`src/rtl/audio_pkg.sv`:
```
// audio_pkg: shared audio widths and ADSR state encodings
package audio_pkg;

    localparam int AUDIO_BITDEPTH = 14;
    localparam int AUDIO_ENVBITS  = 8;

    typedef enum logic [2:0] {
        IDLE    = 3'd0,
        ATTACK  = 3'd1,
        DECAY   = 3'd2,
        SUSTAIN = 3'd3,
        RELEASE = 3'd4
    } adsr_state_t;

endpackage

```
`src/rtl/adsr_amp.sv`:
```
// adsr_amp: registered signed sample times unsigned gain, truncated toward -inf
module adsr_amp
    import audio_pkg::*;
#(
    parameter int BITDEPTH = AUDIO_BITDEPTH,
    parameter int ENVBITS  = AUDIO_ENVBITS
) (
    input  logic                       clk,
    input  logic                       rst,
    input  logic signed [BITDEPTH-1:0] smp,
    input  logic        [ENVBITS-1:0]  vol,
    output logic signed [BITDEPTH-1:0] out
);

    logic signed [BITDEPTH+ENVBITS-1:0] prod;

    assign prod = smp * $signed({1'b0, vol});

    // gain below unity means the shifted product always fits the sample width
    always_ff @(posedge clk)
        out <= rst ? '0 : BITDEPTH'(prod >>> ENVBITS);

endmodule

```
`src/rtl/adsr.sv`:
```
// adsr: ADSR envelope generator driving a registered signed amplifier
module adsr
    import audio_pkg::*;
#(
    parameter int BITDEPTH = AUDIO_BITDEPTH,
    parameter int ENVBITS  = AUDIO_ENVBITS,
    parameter int FRACBITS = 8,
    parameter int RATEBITS = 8
) (
    input  logic                       sample_clock,
    input  logic                       reset,
    input  logic signed [BITDEPTH-1:0] in,
    input  logic                       gate,
    input  logic        [RATEBITS-1:0] attack,
    input  logic        [RATEBITS-1:0] decay,
    input  logic        [ENVBITS-1:0]  sustain,
    input  logic        [RATEBITS-1:0] release_rate,
    output logic signed [BITDEPTH-1:0] out,
    output logic        [ENVBITS-1:0]  volume,
    output logic        [2:0]          state,
    output logic                       active
);

    localparam int LW = ENVBITS + FRACBITS;
    localparam logic [LW:0] LMAX = {1'b0, {LW{1'b1}}};

    adsr_state_t         st_q, st_n;
    logic [LW-1:0]       lvl_q, lvl_n, dn;
    logic [LW:0]         lvl_x, sus_x, step, up, dn_lim;
    logic [RATEBITS-1:0] rate;
    logic                gate_d, rise, fall;

    assign rise   = gate & ~gate_d;
    assign fall   = ~gate & gate_d;
    assign rate   = st_q == ATTACK ? attack : st_q == DECAY ? decay : release_rate;
    assign step   = (LW+1)'(rate) + (LW+1)'(1);
    assign lvl_x  = {1'b0, lvl_q};
    assign sus_x  = {1'b0, sustain, {FRACBITS{1'b0}}};
    assign up     = lvl_x + step;
    assign dn_lim = sus_x + step;
    assign dn     = lvl_q - step[LW-1:0];

    // edges only move the state; the level advances on non-edge cycles, saturating at both ends
    always_comb begin
        st_n  = st_q;
        lvl_n = lvl_q;
        if (rise)
            st_n = ATTACK;
        else if (fall)
            st_n = st_q inside {ATTACK, DECAY, SUSTAIN} ? RELEASE : st_q;
        else
            case (st_q)
                IDLE:    lvl_n = '0;
                ATTACK:  begin
                    st_n  = up > LMAX ? DECAY : ATTACK;
                    lvl_n = up > LMAX ? LMAX[LW-1:0] : up[LW-1:0];
                end
                DECAY:   begin
                    st_n  = lvl_x <= dn_lim ? SUSTAIN : DECAY;
                    lvl_n = lvl_x <= dn_lim ? sus_x[LW-1:0] : dn;
                end
                SUSTAIN: lvl_n = sus_x[LW-1:0];
                RELEASE: begin
                    st_n  = lvl_x <= step ? IDLE : RELEASE;
                    lvl_n = lvl_x <= step ? '0 : dn;
                end
                default: begin
                    st_n  = IDLE;
                    lvl_n = '0;
                end
            endcase
    end

    // state, level and gate history registers
    always_ff @(posedge sample_clock) begin
        if (reset) begin
            st_q   <= IDLE;
            lvl_q  <= '0;
            gate_d <= 1'b0;
        end else begin
            st_q   <= st_n;
            lvl_q  <= lvl_n;
            gate_d <= gate;
        end
    end

    assign volume = lvl_q[LW-1 -: ENVBITS];
    assign state  = st_q;
    assign active = st_q != IDLE;

    adsr_amp #(.BITDEPTH(BITDEPTH), .ENVBITS(ENVBITS)) u_amp (
        .clk (sample_clock),
        .rst (reset),
        .smp (in),
        .vol (volume),
        .out (out)
    );

endmodule

```
`config.mk`:
```
export PLATFORM = sky130hd
export DESIGN_NAME = adsr
export DESIGN_NICKNAME = d
export VERILOG_FILES = /design/src/rtl/audio_pkg.sv /design/src/rtl/adsr_amp.sv /design/src/rtl/adsr.sv
export SDC_FILE = /design/constraint.sdc
export NUM_CORES = 1
export LEC_CHECK = 0
export CORE_MARGIN = 5
export CORE_UTILIZATION = 54
export CTS_CLUSTER_SIZE = 10
export DETAILED_ROUTE_END_ITERATION = 10
export MAX_ROUTING_LAYER = met4
export PLACE_DENSITY_LB_ADDON = 0.25
export SYNTH_ARGS = -nofsm -noshare
export SYNTH_HDL_FRONTEND = slang
export SYNTH_SLANG_ARGS = --single-unit
```
`constraint.sdc`:
```
create_clock -name sample_clock -period 5.28 [get_ports sample_clock]
set_input_delay 1.32 -clock sample_clock [delete_from_list [all_inputs] [get_ports sample_clock]]
set_output_delay 1.32 -clock sample_clock [all_outputs]
set_load 0.005 [all_outputs]
```
==> After elaboration in Yosys (flattened, before gate mapping) <==
Index checks and enable logic that the tools add are counted.
{ "classes": {"n_addsub": 4, "magnitude_cmp": 3, "muxes": 13, "n_eq_ne": 8, "bitwise": 6, "n_mul": 1, "n_reduce_logical": 8} }
{ "op_table": {"columns": ["operator", "n"], "rows": [
  ["16-bit one-hot mux with 4 select lines", 1],
  ["16-bit 2-to-1 mux", 3],
  ["16-bit by 9-bit adder with 17-bit output", 2],
  ["14-bit by 9-bit multiplier with 22-bit output", 1],
  ["17-bit by 16-bit greater-than comparator with 1-bit output, second input constant", 1],
  ["16-bit by 17-bit less-or-equal comparator with 1-bit output", 1],
  ["16-bit by 9-bit less-or-equal comparator with 1-bit output", 1],
  ["8-bit 2-to-1 mux", 2],
  ["16-bit by 9-bit subtractor with 16-bit output", 1],
  ["3-bit one-hot mux with 4 select lines", 1],
  ["8-bit by 1-bit adder with 9-bit output, second input constant", 1],
  ["3-bit 2-to-1 mux", 3],
  ["3-bit by 2-bit equality test with 1-bit output, second input constant", 2],
  ["2-bit AND reduction", 3],
  ["3-bit nonzero test", 2],
  ["2-bit by 1-bit inequality test with 1-bit output, second input constant", 2],
  ["1-bit NOT", 4],
  ["2-bit OR reduction", 2],
  ["3-bit by 1-bit equality test with 1-bit output, second input constant", 1],
  ["3-bit equality test, second input constant", 1],
  ["3-bit logical NOT", 1],
  ["3-bit by 1-bit inequality test with 1-bit output, second input constant", 1],
  ["3-bit by 2-bit inequality test with 1-bit output, second input constant", 1],
  ["1-bit bitwise AND", 2],
  ["2 further kinds", 3]
]} }
{ "word_totals": {"output_inout_bits": 26, "register_bits": 34, "in_bits": 49, "elab_cells": 48} }

==> Logic depth before layout (Yosys ltp) <==
Gate-level depths: netlist (run 1).
{ "logic_depth": {"word_depth": 10, "mapped_depth": 27, "mapped_depth_nobuf": 24} }

==> Cells and area by module <==
Synthesis (run 1) repeated with hierarchy kept, for this count alone.
{ "unflattened": {"hier_cells": 881, "area_unflattened_um2": 7186.9} }
{ "by_module_without_submodules": {"columns": ["module", "area_per_inst_um2", "seq_area_each_um2", "n_inst", "cells_each"], "rows": [
  ["adsr_amp", 4169.0, 280.3, 1, 462],
  ["adsr", 3017.9, 400.4, 1, 419]
]} }

==> Worst setup path before layout (run 1) <==
No wires, ideal clock.
{ "synth_path": {"path_type": "input port to flip-flop", "startpoint": "in decay[0]", "endpoint": "reg lvl_q[11]", "path_buffers": 1, "path_slack_ns": -0.246, "path_stages": 25, "arrival_ns": 5.387, "setup_ns": 0.140, "t_required_ns": 5.140, "path_cell_list": "nor2_1 o211ai_1 o221ai_1 inv_1 ha_1 inv_1 nor3_1 inv_1 nor3_1 and2_1 ha_1 ha_1 inv_1 nor2_1 nand2_1 xor2_1 ha_1 a2111oi_0 o21a_1 o21bai_1 o2111a_1 or2_1 buf_2 a221oi_2 a221oi_1"} }
{ "synth_between": {"elab_chain_cells": 7, "word_cells_on_any_way": 13, "classes_between": "add/sub (4); order compare (3); mux (6)"} }
{ "synth_lines": {"columns": ["item", "line", "source"], "rows": [
  ["start, declared", "adsr.sv:15", "input logic [RATEBITS-1:0] decay,"],
  ["8-bit 2-to-1 mux (*) (2 in a row)", "adsr.sv:35", "assign rate = st_q == ATTACK ? attack : st_q == DECAY ? decay : release_rate;"],
  ["8-bit by 1-bit adder with 9-bit output (*)", "adsr.sv:36", "assign step = (LW+1)'(rate) + (LW+1)'(1);"],
  ["16-bit by 9-bit adder with 17-bit output, on equally long branches", "adsr.sv:40, adsr.sv:39", null],
  ["16-bit by 17-bit less-or-equal comparator with 1-bit output or 17-bit by 16-bit greater-than comparator with 1-bit output (tied branches)", "adsr.sv:60, adsr.sv:56", null],
  ["16-bit 2-to-1 mux, on equally long branches", "adsr.sv:60, adsr.sv:56", null],
  ["16-bit one-hot mux with 4 select lines (*)", "adsr.sv:52", "case (st_q)"],
  ["end signal, assigned", "adsr.sv:82", "lvl_q <= lvl_n;"],
  ["end, declared", "adsr.sv:28", "logic [LW-1:0] lvl_q, lvl_n, dn;"]
]} }
Mark *: on every way between the ends. The rest lies on a longest branch, timed or not.
A chain may end at the register's enable or synchronous reset.

==> Worst setup path in the final report (run 1) <==
{ "layout_path": {"startpoint": "in attack[3]", "endpoint": "reg lvl_q[3]"} }
{ "layout_between": {"elab_chain_cells": 6, "word_cells_on_any_way": 12, "classes_between": "add/sub (4); order compare (3); mux (5)"} }
{ "layout_lines": {"columns": ["item", "line", "source"], "rows": [
  ["start, declared", "adsr.sv:14", "input logic [RATEBITS-1:0] attack,"],
  ["8-bit 2-to-1 mux (*)", "adsr.sv:35", null],
  ["8-bit by 1-bit adder with 9-bit output (*)", "adsr.sv:36", null],
  ["16-bit by 9-bit adder with 17-bit output, on equally long branches", "adsr.sv:40, adsr.sv:39", null],
  ["16-bit by 17-bit less-or-equal comparator with 1-bit output or 17-bit by 16-bit greater-than comparator with 1-bit output (tied branches)", "adsr.sv:60, adsr.sv:56", null],
  ["16-bit 2-to-1 mux, on equally long branches", "adsr.sv:60, adsr.sv:56", null],
  ["16-bit one-hot mux with 4 select lines (*)", "adsr.sv:52", null]
]} }
Marked as above.

==> impl_metrics.toml, run 1 <==
[run_status]
status = "completed"

[finish]
stdcell_count = 1239
syn_to_final_growth_pct = 28.5
fin_util_pct = 70.9
nets = 1274
nFillCells = 1075
drive_gt1_share_pct = 19.9
antenna_cells = 0

[synth]
ys_seq_elements = 34
synth-edff-count = 0
synth_cells = 907
postSynthNetCount = 1119
syn_area_per_cell_sq_um = 8.06
synth_top_cell_by_area = "fa_1"
synthArstFlopShare_pct = 0
synthTopCellsByArea = "fa_1 24%, ha_1 13%, dfxtp_1 9.3%"
yosysWarnings = 0
ys_seq_area_share_pct = 9.31
syn_area_sq_mm = 0.00731
synth_cell_types = 64
synth_top_area_share_pct = 24.4
ys.flop_type = "dfxtp_1"

[power]
p_sw_uw = 344
clkPwrFrac_pct = 31.5
leakagePower_uw = 0.00468
p_seq_share_pct = 27.1
pwr_density_cell_mw_per_mm2 = 104
swShare_pct = 35.2
p_int_uw = 634
combPwrFrac_pct = 41.4
ir_worst_vdd_uv = 119

[grt]
grt_overflow = 0
first_global_vias = 7057
grtUsageTotal_pct = 25.8
antenna_found_initial = 0
top_usage_layer = "met2"
grt.met2_usage_pct = 41.6
met1_usage_pct = 34.9
met3_usage_pct = 3.83
grt_max_degree = 36
grt_pass1_wl_mm = 33.4

[run]
drv_cap = 0

[critical_path]
path_cells = "clkdlybuf4s50_1 > nor2_1 > a21oi_2 > o221ai_2 > nor3_4 > inv_2 > nor3_4 > and2_4 > ha_4 > ha_4 > inv_1 > nor2_2 > nand2_1 > xor2_1 > ha_2 > nand4_1 > a311o_1 > o21ai_4 > o211ai_1 > buf_4 > or4_1 > nand3_1 > a22o_1"
cp-startpoint = "attack[3]"
worst-r2r-cell-count = 16
timing.critical_path.fanout_max = 3
r2r_slack_ns = 0.49
worst_r2r_endpoint = "u_amp.out[13]$_SDFF_PP0_"
crit_slowest_cell = "or4_1"
max_stage_delay_ns = 0.49
cp.arrival_ns = 5.36
critPathRequiredTime_ns = 5.50
cp-start-kind = "input pin"
worst-setup-path-type = "in -> reg"
crit_path_end_kind = "flip-flop"
timing.rr.start = "lvl_q[12]$_SDFFE_PP0P_"

[clocking]
cts_hold_buf = 0
cts_sinks = 34
clk_latency_ns = 0.28
clkTransAtPathRegs_ns = 0.06
cts-root-buf = "clkbuf_16"
cts_tree = "done"
cts.htree.levels = 2
clk_path_buf_depth = 2
cts-buffers-inserted = 5

[timing]
timing.final.crit_share_pct = 97.3
slew_violations = 0
skew_ns = 0.00759
layout_setup_ws_ns = 0.143
fmax_ghz = 0.195
finalHoldViolCount = 0
fin_crit_ns = 5.14
tightest_slew_ns = 0.799
finalSetupViolCount = 0
holdWs_ns = 0.518
relSlewSlack_pct = 46.5

[route]
via_count = 6998
routed_via_density = 5.65
antenna_left = 0
first_pass_iters = 5
routedWlPerCell_um = 16.1
drc = 0
drt_iter0_markers = 517
routed_wl_mm = 19.9

[worst_hold_path]
min_delay_path_depth = 1
hold-path-endpoint = "lvl_q[2]$_SDFFE_PP0P_"
hp-start = "lvl_q[2]$_SDFFE_PP0P_"
hold_class = "reg -> reg"

[floorplan]
dieArea_sq_mm = 0.0160
start_util_pct = 55.2
die_y_um = 126
die_x_um = 126
core_sq_mm = 0.0132
pin_count = 75
rows = 42

[placement]
place_hpwl_mm = 15.6
dp.cells = 1222
place.gp.congestion = 0.947
numPortBuffers = 74
dp_slack_ns = -0.666
state kept, by name, indices dropped and copies added (netlist names):
register	flops
gate_d	1
lvl_q	16
state	3
u_amp.out	14
power by group through the flow:
stage,Clock [uW],Sequential [uW],Combinational [uW]
6_report,308,265,405
3_5_place_dp,0,270,389
4_1_cts,303,265,389
2_1_floorplan,0,269,218
5_1_grt,317,265,443
3_3_place_gp,0,270,382
through the flow:
step	cell area [sq um]	power [uW]	setup TNS, ns
after global routing	9390	1030	-0.0715
after global placement	8930	652	-13.98
after floorplan	7330	486	-0.000481
final	9390	977	0
after detailed placement	8930	659	-16.17
after CTS	9170	957	-0.00213
Yosys cell counts (3+ instances only):
cell type,n
inv_1,137
fa_1,89
ha_1,74
nand2_1,74
and2_1,67
nor2_1,66
dfxtp_1,34
a21oi_1,33
clkbuf_1,33
xnor2_1,25
o21ai_0,24
nor3_1,23
nand3_1,21
xor2_1,16
o211ai_1,13
a21o_1,12
and3_1,12
o21a_1,12
nor2b_1,9
a211oi_1,8
buf_4,8
a221oi_1,7
nand2b_1,7
nand4_1,7
o221ai_1,7
a22o_1,6
o22ai_1,6
a31oi_1,5
a221oi_2,4
a41oi_1,4
buf_2,4
nor4_1,4
o21bai_1,4
buf_1,3
nand3b_1,3
nor4b_1,3
repair_timing:
item / 4_1_cts / 5_1_grt
buffers inserted: 2 / 7
endpoints found under the setup margin: 29 / 31
gates cloned: 0 / 0
pin swaps: 12 / 32
gates resized for setup: 40 / 77
hold endpoints to repair: 0 / 0
critical path, delay by kind of cell:
kind / cells / cell delay (ns)
fa+ha+maj: 3 / 0.62
buf+inv: 4 / 0.74
compound gates: 6 / 0.99
simple gates: 9 / 1.51
xor+xnor: 1 / 0.17
routing by layer:
metal	up-vias	wire length, um
met5	-	0
met4	0	405
met3	46	1460
met2	269	9320
met1	3353	8730
li1	3330	-
cell type report:
cell class | count | area, sq um | share of cell area [%]
clock buffers | 7 | 143 | 1.52
clock inverters | 1 | 5.00 | 0.0533
inverters | 137 | 514 | 5.48
multi-input cells | 688 | 6210 | 66.1
flip-flops and latches | 34 | 681 | 7.25
well taps | 176 | 220 | 2.35
repair buffers | 196 | 1620 | 17.2
cell families (layout without fill, tap and decap cells):
kind of cell	Yosys count	in the layout	synth area share [%]
buf+inv	185	341	9.98
fa+ha+maj	163	163	37.0
xor+xnor	41	41	4.91
simple gates	314	314	21.9
flops	34	34	9.31
compound gates	170	170	16.8
cells in the final DEF (no fill, tap or decap), drive strengths merged, types with 11 or more instances in the layout:
master | Yosys | final
o21a | 12 | 12
nand2 | 74 | 74
ha | 74 | 74
buf | 15 | 123
fa | 89 | 89
xor2 | 16 | 16
clkdlybuf4s50 | 0 | 49
nand3 | 21 | 21
dfxtp | 34 | 34
a21oi | 33 | 33
and2 | 67 | 67
a221oi | 11 | 11
and3 | 12 | 12
nor2 | 68 | 68
o21ai | 24 | 24
inv | 137 | 137
clkbuf | 33 | 20
o211ai | 13 | 13
nor3 | 23 | 23
xnor2 | 25 | 25
a21o | 12 | 12
worst max path at each step:
stage	end	slack, ns	cells past startpoint
floorplan	lvl_q[11]$_SDFFE_PP0P_	-0.0005	25
global placement	lvl_q[14]$_SDFFE_PP0P_	-0.60	25
detailed placement	lvl_q[0]$_SDFFE_PP0P_	-0.67	27
CTS	lvl_q[9]$_SDFFE_PP0P_	-0.002	25
global route	u_amp.out[13]$_SDFF_PP0_	-0.04	16
finish	lvl_q[3]$_SDFFE_PP0P_	0.14	23
Power figures use the tool's default switching activity.
==> inputs of run 2 (changes only) <==
--- a/config.mk
+++ b/config.mk
@@ -5,12 +5,13 @@
 export SDC_FILE = /design/constraint.sdc
 export NUM_CORES = 1
 export LEC_CHECK = 0
-export CORE_MARGIN = 5
+export ABC_CLOCK_PERIOD_IN_PS = 5280
 export CORE_UTILIZATION = 54
 export CTS_CLUSTER_SIZE = 10
 export DETAILED_ROUTE_END_ITERATION = 10
 export MAX_ROUTING_LAYER = met4
 export PLACE_DENSITY_LB_ADDON = 0.25
+export RECOVER_POWER = 50
 export SYNTH_ARGS = -nofsm -noshare
 export SYNTH_HDL_FRONTEND = slang
 export SYNTH_SLANG_ARGS = --single-unit
==> run 2 against run 1 <==
Via count is 0.74% lower. First-iteration DRC count is 19% lower. Non-clock buffer count is 4 lower. Sequential power hardly changed. Sequential cell count stayed put. Clock-buffer cell count is 2 lower. Design area hardly changed. Die area is 12% lower. Clock skew is 0.0014 ns lower. Maximum frequency is 0.30% higher. Worst hold slack worse by 0.019 ns. Power is 0.62% lower. Critical path type unchanged.
==> impl_metrics.toml, run 2 (synthesis results as in run 1) <==
[run_status]
status = "completed"

[timing]
fin_crit_ns = 5.12
fmax_ghz = 0.195
finalHoldViolCount = 0
skew_ns = 0.00624
rsz0062_at_grt = "no"
finalSetupViolCount = 0
timing.final.crit_share_pct = 97.0
slew_violations = 0
tightest_slew_ns = 1.20
fin_setup_tns_ns = 0
relSlewSlack_pct = 19.6

[clocking]
clk_path_buf_depth = 2
cts_hold_buf = 0
cts_sinks = 34
cts-buffers-inserted = 5
cts_tree = "done"
cts-root-buf = "clkbuf_16"
cts.htree.levels = 2
clk_latency_ns = 0.28
clkTransAtPathRegs_ns = 0.06

[floorplan]
start_util_pct = 55.2
die_x_um = 118
pin_count = 75
die_y_um = 118
core_sq_mm = 0.0132
dieArea_sq_mm = 0.0140
rows = 42

[route]
drt_iter0_markers = 417
routed_wl_mm = 19.6
routed_via_density = 5.63
first_pass_iters = 5
via_count = 6946
routedWlPerCell_um = 15.9
antenna_left = 0
drc = 0

[critical_path]
crit_slowest_cell = "or4_4"
worst-setup-path-type = "in -> reg"
path_buf_inv = 5
timing.critical_path.fanout_max = 3
max_stage_delay_ns = 0.50
critPathRequiredTime_ns = 5.50
crit_path_end_kind = "flip-flop"
cp.depth = 23
cp.arrival_ns = 5.35
cp-start-kind = "input pin"
worst-r2r-cell-count = 22
path_delay_family = "simple AND/OR/NAND/NOR gates"
path_cells = "clkdlybuf4s50_1 > nor2_1 > a21oi_2 > o221ai_2 > nor3_4 > inv_2 > nor3_4 > and2_4 > ha_4 > ha_4 > buf_6 > nand3_4 > xor2_2 > ha_2 > o211ai_1 > o21a_1 > buf_4 > o21ai_2 > o211ai_1 > buf_4 > or4_4 > nand3_2 > a22o_1"

[run]
drv_cap = 0

[placement]
numPortBuffers = 74
post_dp_cell_area_sq_mm = 0.00891
place_hpwl_mm = 15.2
place.gp.congestion = 0.926

[finish]
drive_gt1_share_pct = 19.8
nets = 1270
fin_util_pct = 70.8
largest_reg_flops = 16
antenna_cells = 0
layout_commonest_cell = "inv_1"
layout_common_cells = "134 x inv_1, 106 x buf_4, 87 x fa_1, 72 x nand2_1, 65 x ha_1"
syn_to_final_growth_pct = 28.4
fin_area_sq_mm = 0.00938
top_register = "lvl_q"
nFillCells = 1063

[power]
ir_worst_vdd_uv = 133
leakagePower_uw = 0.00466
p_sw_uw = 349
combPwrFrac_pct = 43.0
swShare_pct = 35.9
clkPwrFrac_pct = 29.6
pwr_density_cell_mw_per_mm2 = 104
p_total_uw = 971
p_seq_share_pct = 27.4
p_int_uw = 623

[grt]
grt_overflow = 0
grtUsageTotal_pct = 29.5
first_global_vias = 6703
grt_pass1_wl_mm = 32.4
antenna_found_initial = 0
grt_max_degree = 30

[worst_hold_path]
min_delay_path_depth = 1
hold_class = "reg -> reg"
==> run 2: cell count changes in the layout (fill, tap and decap cells not counted), moves of 9 or more <==
cell	delta
dlygate4sd3_1	+16
clkbuf_1	+9
buf_4	-15
clkdlybuf4s50_1	-15
==> run 2: final timing paths <==
| check | end | startpoint | slack [ns] |
|---|---|---|---|
| setup / recovery | lvl_q[3]$_SDFFE_PP0P_ | attack[3] | 0.16 |
| hold reg to reg | lvl_q[2]$_SDFFE_PP0P_ | lvl_q[2]$_SDFFE_PP0P_ | 0.50 |
| setup reg to reg | lvl_q[3]$_SDFFE_PP0P_ | state[0]$_SDFFE_PP0P_ | 0.40 |
| hold / removal | lvl_q[2]$_SDFFE_PP0P_ | lvl_q[2]$_SDFFE_PP0P_ | 0.50 |
==> run 2: what timing repair did <==
item | 4_1_cts | 5_1_grt
pin swaps | 12 | 37
endpoints found under the setup margin | 29 | 31
buffers inserted | 4 | 3
resized for setup | 47 | 92
==> run 2: metrics by stage <==
step	instances	setup slack, ns	hold WS [ns]
floorplan	907	-0.000481	0.462
global placement	1220	-0.562	0.479
finish	1234	0.158	0.499
CTS	1231	0.00155	0.500
detailed placement	1220	-0.719	0.488
global route	1234	0.00350	0.526
==> run 2: worst reg2reg max path, stage by stage, from the launching register on <==
cell      delay (ns)
dfxtp_1         0.56
clkbuf_1        0.44
buf_4           0.35
nor2_1          0.08
a21oi_1         0.12
o221ai_1        0.24
nor3_4          0.26
and2_4          0.20
ha_4            0.16
ha_4            0.13
buf_6           0.09
nand3_4         0.07
xor2_2          0.18
ha_2            0.33
o211ai_1        0.10
o21a_1          0.22
buf_4           0.14
o21ai_2         0.12
o211ai_1        0.15
buf_4           0.18
or4_4           0.50
nand3_2         0.08
a22o_1          0.12
==> run 2: final cells by class <==
cell class	instances	area [sq um]	area share [%]
Multi-Input combinational cell	688	6270	66.8
Timing Repair Buffer	192	1560	16.6
Sequential cell	34	681	7.26
Inverter	137	514	5.48
Tap cell	176	220	2.35
Clock buffer	5	125	1.33
Clock inverter	2	15.0	0.160
==> run 2: power by group through the flow <==
| stage | Clock [uW] | Combinational (uW) | Sequential, uW |
|---|---|---|---|
| 3_5_place_dp | 0 | 391 | 271 |
| 6_report | 288 | 417 | 266 |
| 3_3_place_gp | 0 | 386 | 271 |
| 2_1_floorplan | 0 | 218 | 269 |
| 4_1_cts | 286 | 397 | 266 |
| 5_1_grt | 300 | 454 | 267 |
==> run 2: metal layers <==
| layer | routed length [um] | vias up | track usage [%] | part of all wire (%) |
|---|---|---|---|---|
| met2 | 9240 | 245 | 47.7 | 47 |
| met5 | 0 | - | - | 0 |
| met1 | 8730 | 3337 | 40.0 | 44 |
| met3 | 1310 | 38 | 3.86 | 6.7 |
| met4 | 363 | 0 | 5.61 | 1.8 |
| li1 | - | 3326 | - | - |
